==> config.mk <==
export PLATFORM = sky130hd
export DESIGN_NAME = voice_rec_ctrl
export DESIGN_NICKNAME = d
export VERILOG_FILES = /design/src/rtl/voice_pkg.sv /design/src/rtl/voice_unpacker.sv /design/src/rtl/voice_rec_ctrl.sv
export SDC_FILE = /design/constraint.sdc
export NUM_CORES = 1
export LEC_CHECK = 0
export CAP_MARGIN = 20
export CORE_ASPECT_RATIO = 0.7
export CORE_MARGIN = 2
export CORE_UTILIZATION = 40
export CTS_CLUSTER_DIAMETER = 200
export DETAILED_ROUTE_END_ITERATION = 12
export PLACE_DENSITY = 0.66
export SLEW_MARGIN = 20
export SYNTH_ARGS = -nofsm -noshare
export SYNTH_HDL_FRONTEND = slang
export SYNTH_SLANG_ARGS = --single-unit
==> constraint.sdc <==
create_clock -name clk -period 5.1 [get_ports clk]
set_clock_uncertainty 0.15 [all_clocks]
set_input_delay 1.275 -clock clk [delete_from_list [all_inputs] [get_ports clk]]
set_output_delay 1.275 -clock clk [all_outputs]
set_load 0.005 [all_outputs]
==> src/rtl/voice_pkg.sv <==
// Voice recorder shared types and rate constants.
// Imported by the controller and the playback unpacker.
package voice_pkg;

  typedef enum logic [2:0] {
    IDLE,
    REC,
    PLAY_FETCH,
    PLAY_WAIT,
    PLAY_OUT
  } ctrl_state_t;

  localparam int SAMPLE_W         = 8;
  localparam int SAMPLES_PER_WORD = 4;
  localparam int SAMPLE_FREQ      = 10000;
  localparam int CLK_FREQ         = 2_400_000;
  localparam int PLAY_DIV         = CLK_FREQ / SAMPLE_FREQ;

endpackage

==> src/rtl/voice_unpacker.sv <==
// Holds one fetched RAM word and steps through its samples,
// oldest (most significant) sample first.
module voice_unpacker #(
  parameter int SAMPLE_W = voice_pkg::SAMPLE_W
) (
  input  logic                clk,
  input  logic                rst,
  input  logic                load,
  input  logic [voice_pkg::SAMPLES_PER_WORD*SAMPLE_W-1:0] word,
  input  logic                advance,
  output logic [SAMPLE_W-1:0] sample,
  output logic [1:0]          slot
);
  import voice_pkg::*;

  localparam int WORD_W = SAMPLES_PER_WORD * SAMPLE_W;

  logic [WORD_W-1:0] hold_q;

  always_ff @(posedge clk or posedge rst) begin
    if (rst) begin
      hold_q <= '0;
      slot   <= '0;
    end else if (load) begin
      hold_q <= word;
      slot   <= '0;
    end else if (advance) begin
      slot <= slot + 2'd1;
    end
  end

  always_comb begin
    sample = '0;
    for (int i = 0; i < SAMPLES_PER_WORD; i++) begin
      if (slot == 2'(i))
        sample = hold_q[WORD_W-1-i*SAMPLE_W -: SAMPLE_W];
    end
  end

endmodule

==> src/rtl/voice_rec_ctrl.sv <==
// Record/playback sequencer sharing one single-port sample RAM
// between the PDM sampler and the paced audio output path.
module voice_rec_ctrl #(
  parameter int ADDR_W   = 14,
  parameter int SAMPLE_W = voice_pkg::SAMPLE_W,
  parameter int PLAY_DIV = voice_pkg::PLAY_DIV,
  parameter int RD_LAT   = 1
) (
  input  logic                  clk,
  input  logic                  rst,
  input  logic                  rec_start,
  input  logic                  play_start,
  input  logic                  stop,
  output logic                  smp_count_en,
  input  logic [4*SAMPLE_W-1:0] smp_data,
  input  logic                  smp_wr,
  output logic [ADDR_W-1:0]     mem_addr,
  output logic [4*SAMPLE_W-1:0] mem_wdata,
  output logic                  mem_we,
  output logic                  mem_re,
  input  logic [4*SAMPLE_W-1:0] mem_rdata,
  output logic [SAMPLE_W-1:0]   aud_sample,
  output logic                  aud_valid,
  input  logic                  aud_ready,
  output logic [ADDR_W:0]       rec_len,
  output logic                  busy
);
  import voice_pkg::*;

  localparam int PW = $clog2(PLAY_DIV);
  localparam int LW = (RD_LAT > 1) ? $clog2(RD_LAT) : 1;
  localparam logic [ADDR_W:0] ONE  = (ADDR_W+1)'(1);
  localparam logic [ADDR_W:0] LAST = (ADDR_W+1)'((1 << ADDR_W) - 1);
  localparam logic [PW-1:0] PACE_TOP = PW'(PLAY_DIV - 1);
  localparam logic [LW-1:0] WAIT_TOP = LW'(RD_LAT - 1);

  ctrl_state_t state, state_n;

  logic [ADDR_W:0]       wr_ptr;
  logic [ADDR_W:0]       rd_ptr;
  logic [PW-1:0]         pace_cnt;
  logic [LW-1:0]         wait_cnt;
  logic                  we_q;
  logic                  fin_q;
  logic [4*SAMPLE_W-1:0] wdata_q;
  logic                  playing;
  logic                  wr_last;
  logic                  is_last;
  logic                  hs;
  logic                  ld;
  logic                  adv;
  logic [1:0]            slot;
  logic [SAMPLE_W-1:0]   smp;

  assign playing = (state == PLAY_FETCH) ||
                   (state == PLAY_WAIT) ||
                   (state == PLAY_OUT);
  assign wr_last = we_q && (wr_ptr == LAST);
  assign is_last = (rd_ptr + ONE) == rec_len;

  assign aud_valid  = (state == PLAY_OUT) &&
                      (pace_cnt == PACE_TOP);
  assign hs         = aud_valid && aud_ready;
  assign aud_sample = aud_valid ? smp : '0;
  assign busy       = (state != IDLE);
  assign mem_we     = we_q;
  assign mem_wdata  = wdata_q;
  assign mem_re     = (state == PLAY_FETCH);

  // A write can trail the REC exit by one cycle, so it owns the bus then
  always_comb begin
    mem_addr = '0;
    unique case (1'b1)
      we_q:    mem_addr = wr_ptr[ADDR_W-1:0];
      mem_re:  mem_addr = rd_ptr[ADDR_W-1:0];
      default: mem_addr = '0;
    endcase
  end

  always_comb begin
    state_n = state;
    ld      = 1'b0;
    adv     = 1'b0;
    unique case (state)
      IDLE: begin
        // fin_q holds off starts until rec_len reflects the last write
        if (!fin_q) begin
          if (rec_start)
            state_n = REC;
          else if (play_start && rec_len != '0)
            state_n = PLAY_FETCH;
        end
      end
      REC: begin
        if (stop || wr_last)
          state_n = IDLE;
      end
      PLAY_FETCH: begin
        state_n = stop ? IDLE : PLAY_WAIT;
      end
      PLAY_WAIT: begin
        if (stop) begin
          state_n = IDLE;
        end else if (wait_cnt == WAIT_TOP) begin
          ld      = 1'b1;
          state_n = PLAY_OUT;
        end
      end
      PLAY_OUT: begin
        if (stop) begin
          state_n = IDLE;
        end else if (hs) begin
          adv = 1'b1;
          if (slot == 2'd3)
            state_n = is_last ? IDLE : PLAY_FETCH;
        end
      end
      default: state_n = IDLE;
    endcase
  end

  always_ff @(posedge clk or posedge rst) begin
    if (rst) begin
      state        <= IDLE;
      smp_count_en <= 1'b0;
      we_q         <= 1'b0;
      fin_q        <= 1'b0;
      wdata_q      <= '0;
      wr_ptr       <= '0;
      rd_ptr       <= '0;
      pace_cnt     <= '0;
      wait_cnt     <= '0;
      rec_len      <= '0;
    end else begin
      state        <= state_n;
      smp_count_en <= (state_n == REC);
      fin_q        <= (state == REC) && (state_n != REC);
      we_q         <= (state == REC) && smp_wr && !wr_last;
      if ((state == REC) && smp_wr)
        wdata_q <= smp_data;
      if ((state == IDLE) && (state_n == REC))
        wr_ptr <= '0;
      else if (we_q)
        wr_ptr <= wr_ptr + ONE;
      if (fin_q)
        rec_len <= wr_ptr + {ADDR_W'(0), we_q};
      wait_cnt <= (state == PLAY_WAIT) ? wait_cnt + LW'(1) : '0;
      if ((state == IDLE) && (state_n == PLAY_FETCH)) begin
        rd_ptr   <= '0;
        pace_cnt <= '0;
      end else if (playing) begin
        if (hs)
          pace_cnt <= '0;
        else if (pace_cnt != PACE_TOP)
          pace_cnt <= pace_cnt + PW'(1);
        if (hs && slot == 2'd3)
          rd_ptr <= rd_ptr + ONE;
      end
    end
  end

  voice_unpacker #(
    .SAMPLE_W(SAMPLE_W)
  ) u_unpack (
    .clk    (clk),
    .rst    (rst),
    .load   (ld),
    .word   (mem_rdata),
    .advance(adv),
    .sample (smp),
    .slot   (slot)
  );

endmodule
======== After elaboration in Yosys (flattened, before gate mapping) ========
Cells that the tools add are included.
storage, ports and cells
  logic and storage cells ................. 93
  register bits after elaboration ......... 126
  output and inout bits ................... 74
operators by class
  eq/ne operators ......................... 14
  add/subtract/negate cells ............... 6
  reductions and logical operators ........ 25
  multiplexer cells ....................... 36
operators by type and width
  kind                                             count
  2-to-1 mux 15 bit                                5
  2-to-1 mux 8 bit                                 9
  adder 15 x 1 -> 15 bit, second input constant    2
  case mux 14 bit (2 select lines)                 1
  2-to-1 mux 3 bit                                 9
  adder 15 x 1 -> 15 bit                           1
  == test 15 x 14 -> 1 bit, second input constant  1
  == test 15 bit                                   1
  case mux 3 bit (5 select lines)                  1
  nonzero test 15 bit                              1
  logical AND 1 bit                                10
  == test 3 x 2 -> 1 bit, second input constant    3
  adder 8 x 1 -> 8 bit, second input constant      1
  == test 8 bit, second input constant             1
  2-to-1 mux 2 bit                                 4
  inequality test 8 bit, second input constant     1
  nonzero test 2 bit                               4
  2-to-1 mux 1 bit                                 7
  == test 3 x 1 -> 1 bit, second input constant    2
  nonzero test 3 bit                               2
  == test 2 bit, second input constant             2
  AND reduction 2 bit                              2
  == test 3 bit, second input constant             1
  logical NOT 3 bit                                1
  7 further kinds                                  9

======== Depth between registers and ports, before layout ========
  word-level depth ........................ 11
  mapped depth ............................ 9
  mapped depth without buffers ............ 8

======== Cells and area by module ========
A second synthesis with hierarchy kept.
second synthesis, totals
  cell total of the unflattened synthesis .. 602
  area total of the unflattened synthesis .. 6,452.4 sq um
modules (own cells, without submodules)
  module          times used  cells each  area an instance (sq um)
  voice_rec_ctrl  1           475         4,813.4
  voice_unpacker  1           127         1,639.1

======== Least setup slack after synthesis ========
OpenSTA, ideal clock, no wires.
  kind .................................... register to output
  start ................................... register u_unpack.slot[1]
  end ..................................... output port aud_sample[5]
  slack ................................... 2.116 ns
  stages on the path, launching flop included .. 10
  required time ........................... 3.675 ns
  buffers on the path ..................... 2
  data arrival time ....................... 1.559 ns
  cell sequence ........................... dfrtp_1 > inv_1 > ha_1 > clkbuf_1 > nor2b_1 > clkbuf_1 > a221oi_1 > nor3_1 > a21oi_1 > nor2_1
on the way
  word-level cells in the longest chain between the ends .. 6
ends and longest elaborated chain
  what                           RTL line              source
  start: declaration             voice_unpacker.sv:12  output logic [1:0] slot
  start signal: assignment       voice_unpacker.sv:28  slot <= slot + 2'd1;
  logical NOT 2 bit              voice_unpacker.sv:35  if (slot == 2'(i))
  2-to-1 mux 8 bit (3 in a row)  voice_unpacker.sv:35
  2-to-1 mux 8 bit (*)           voice_unpacker.sv:35
  2-to-1 mux 8 bit (*)           voice_rec_ctrl.sv:64  assign aud_sample = aud_valid ? smp : '0;
  end: declaration               voice_rec_ctrl.sv:22  output logic [SAMPLE_W-1:0] aud_sample,
Every way passes the cells marked *; elsewhere a longest branch is shown, timed or not.

======== Worst setup path after layout ========
  start ................................... register u_unpack.slot[1]
  end ..................................... output port aud_sample[7]
The elaborated chain is that of the path after synthesis.

==> impl_results.md <==
- Status: finished, final reports clean
- Met2 WL: 7.67 mm
- Vias per inst: roughly 5.5
- CTS Buffer Depth: 2
- Synth area leaders: dfrtp_1, mux2_2, xor2_1
- Power Total: 4.46 mW
- Tcrit/Tclk final: 81.3%
- Initial antenna violation count: 0
- Period minus WS final: between 4 and 5 ns
- Part of the power in registers: 38.8%
- End of the worst register-to-register path: state[1]
- Row cnt: 38
- Synth area leader: dfrtp_1
- Sw Share: 32.9%
- Min-Delay Path Class: register to register
- Antenna-violating nets left: 0
- IR drop worst, VDD: 251 uV
- Drt pass-1 iters: 5
- Post-Layout Cell Count: 955
- Crit. End Element: output pin
- Commonest cells after routing, fill and taps aside: clkdlybuf4s50_1, dfrtp_1, nor2_1
- Ys Warns: 0
- Die area: 17100 sq um
- First-pass GRT wire length: 28.1 mm
- Layout Nets: 822
- Crit path max fanout: 10
- Count of cell types in the netlist: 53
- Crit path to: aud_sample[7]
- Total track usage: 21.4%
- Final instance area: roughly 8600 sq um
- CTS tree: yes
- Cells on worst reg2reg path: 7
- RSZ-0062 raised after global routing: no
- Sequential share of the synthesized area: 49.0%
- Post-CTS Setup Inserts: 0
- Mapped Avg Cell Area: 10.5 sq um
- N_diodes: 0
- 1st-iter DRT viols: 413
- Final Max Tran Viols: 0
- CTS buffer count: 17
- Worst-path clk slew: 0.06 ns
- Final Hold Fails: 0
- Flops & latches, synth: about 130
- Critical path data arrival time: 2.72 ns
- Core area: 15600 sq um
- Worst-Skew Late Latency: 0.43 ns
- Die height: 110 um
- Least-Margin Pin Slew: 1.02 ns
- Port bufs: 144
- Synthesized cell area: 6440 sq um
- IO Count: approximately 150
- Leakage: 3.51 nW
- Setup violators final: 0
- Remaining DRCs: 0
- WP data required: 3.67 ns
- Syn nets: 695
- WL met1: 8.06 mm
- Dpl cells: 923
- R2R Setup Slk: 2.35 ns
- Total number of vias: about 5300
- Rel. slew slack: 32.1%
- Worst reg2reg startpoint: rd_ptr[0]
- Crit path launch type: register
- WL final: about 17 mm
- Power Dens Cells: 518 nW/um^2
- Asr flop ratio synth: 100%
- Most common cell after layout, fill and taps aside: clkdlybuf4s50_1
- Initial Util: 41.3%
- RD Place Congestion: 0.922
- Psw: 1.47 mW
- Post-CTS sizing: 0
- Mapped Cells: just over 600
- Share of cells above drive strength 1: 14.4%
- Worst Setup SP: u_unpack.slot[1]
- Area delta synth->final: 33.7%
- Cell-internal power: approximately 3.0 mW
- Share of total power in the clock network: 27.5%
- Prevailing post-synth register cell: dfrtp_1
- Grt ovf: 0
- DR WL/cell: between 15 and 20 um
- Setup Total Neg Slack: 0 ns
- Post-synth EDFFs: 0
- Kind of critical path: register to output pin
- Comb power frac: about a third
- Fmax: 241 MHz
- Top cell type's share of synthesized area: 49.0%
- Placed cell area: 8000 sq um
- Max-cap viol count: 0
- Die width: 156 um
- HPWL after DPL: 12.5 mm
- CTS root buffer: clkbuf_16
- Sink Count: around 130
- Largest net degree at the start of global routing: 77
- Hold buffer count at cts: 0
- H-tree levels: 4
- Met3 WL: 1.29 mm
- Vias in the first global route: 5136
- Max layer used: met4
==> worst min-delay path by stage <==
stage / slack (ns) / end / from / depth (start not counted)
final: 0.36 / u_unpack.hold_q[5] / u_unpack.hold_q[5] / 1
after detailed placement: 0.35 / mem_wdata[3] / mem_wdata[3] / 1
after global routing: 0.36 / u_unpack.hold_q[12] / u_unpack.hold_q[12] / 1
after global placement: 0.34 / mem_wdata[27] / mem_wdata[27] / 1
after CTS: 0.36 / u_unpack.hold_q[12] / u_unpack.hold_q[12] / 1
after floorplan: 0.33 / u_unpack.hold_q[22] / u_unpack.hold_q[22] / 1
==> per-stage QoR <==
stage | setup slack [ns] | hold WS [ns] | utilization (%)
3_5_place_dp | 1.37 | 0.346 | 51.3
5_1_grt | 0.732 | 0.364 | 55.2
6_report | 0.955 | 0.357 | 55.2
3_3_place_gp | 1.41 | 0.339 | 51.3
2_1_floorplan | 0.319 | 0.331 | -
4_1_cts | 0.910 | 0.359 | 55.2
==> area by class of cell <==
type	count	area (sq um)
Tap cell	200	250
Sequential cell	126	3150
Clock buffer	18	439
Clock inverter	14	159
Multi-Input combinational cell	440	3080
Timing Repair Buffer	147	1480
Fill cell	1318	6990
Inverter	10	40.0
==> sequential cells by signal, summed over array words and instances (netlist names), 2 cells and up <==
signal	cells
wr_ptr	15
state	3
mem_wdata	32
pace_cnt	8
rd_ptr	15
u_unpack.hold_q	32
u_unpack.slot	2
rec_len	15
==> cell families (layout without fill, tap and decap cells) <==
group	Yosys count	in the layout	synth area share, %
multiplexers	70	70	12.2
buffers and inverters	49	189	3.13
AO/OA/AOI/OAI	102	102	10.5
flip-flops	126	126	49.0
adder cells (fa/ha/maj)	9	9	1.75
AND/OR/NAND/NOR	207	207	16.4
XOR/XNOR	52	52	7.08
==> critical path, cell delays in order, from the launching register on <==
cell and delay, ns:
dfrtp_1 0.37, inv_1 0.09, ha_1 0.30, nor2b_1 0.46, a221oi_1 0.19, nor3_1 0.17
a21oi_1 0.06, nor2_1 0.14, clkdlybuf4s50_1 0.52
==> power groups by stage <==
stage | combinational, mW | clock, mW | sequential [mW]
after detailed placement | 1.51 | 0 | 1.73
after global routing | 1.65 | 1.30 | 1.78
after floorplan | 0.859 | 0 | 1.62
after global placement | 1.48 | 0 | 1.71
after CTS | 1.52 | 1.25 | 1.72
final | 1.50 | 1.23 | 1.73
==> cell usage after synthesis, drive strengths merged, types with 2 or more instances <==
| cell | number |
|---|---|
| dfrtp | 126 |
| nor2 | 70 |
| mux2 | 67 |
| a21oi | 40 |
| xor2 | 32 |
| nand2 | 25 |
| clkbuf | 24 |
| xnor2 | 20 |
| nand3 | 17 |
| buf | 15 |
| nand4 | 15 |
| nor3 | 15 |
| a22o | 13 |
| nor2b | 13 |
| o21ai | 13 |
| or3 | 13 |
| inv | 10 |
| ha | 9 |
| nor4 | 9 |
| and3 | 8 |
| a221oi | 7 |
| nand2b | 6 |
| o211ai | 5 |
| o31ai | 4 |
| a31oi | 3 |
| and2 | 3 |
| and4 | 3 |
| mux2i | 3 |
| nor3b | 3 |
| o22ai | 3 |
| a2111oi | 2 |
| and4b | 2 |
| nand3b | 2 |
| o221ai | 2 |
==> routing by layer <==
metal | vias to the layer above | GRT usage (%)
met5 | - | 0
met4 | 0 | 7.80
met3 | 21 | 6.02
met2 | 189 | 30.9
met1 | 2600 | 30.7
li1 | 2457 | -
No activity file was read; power rests on OpenSTA's default activity.
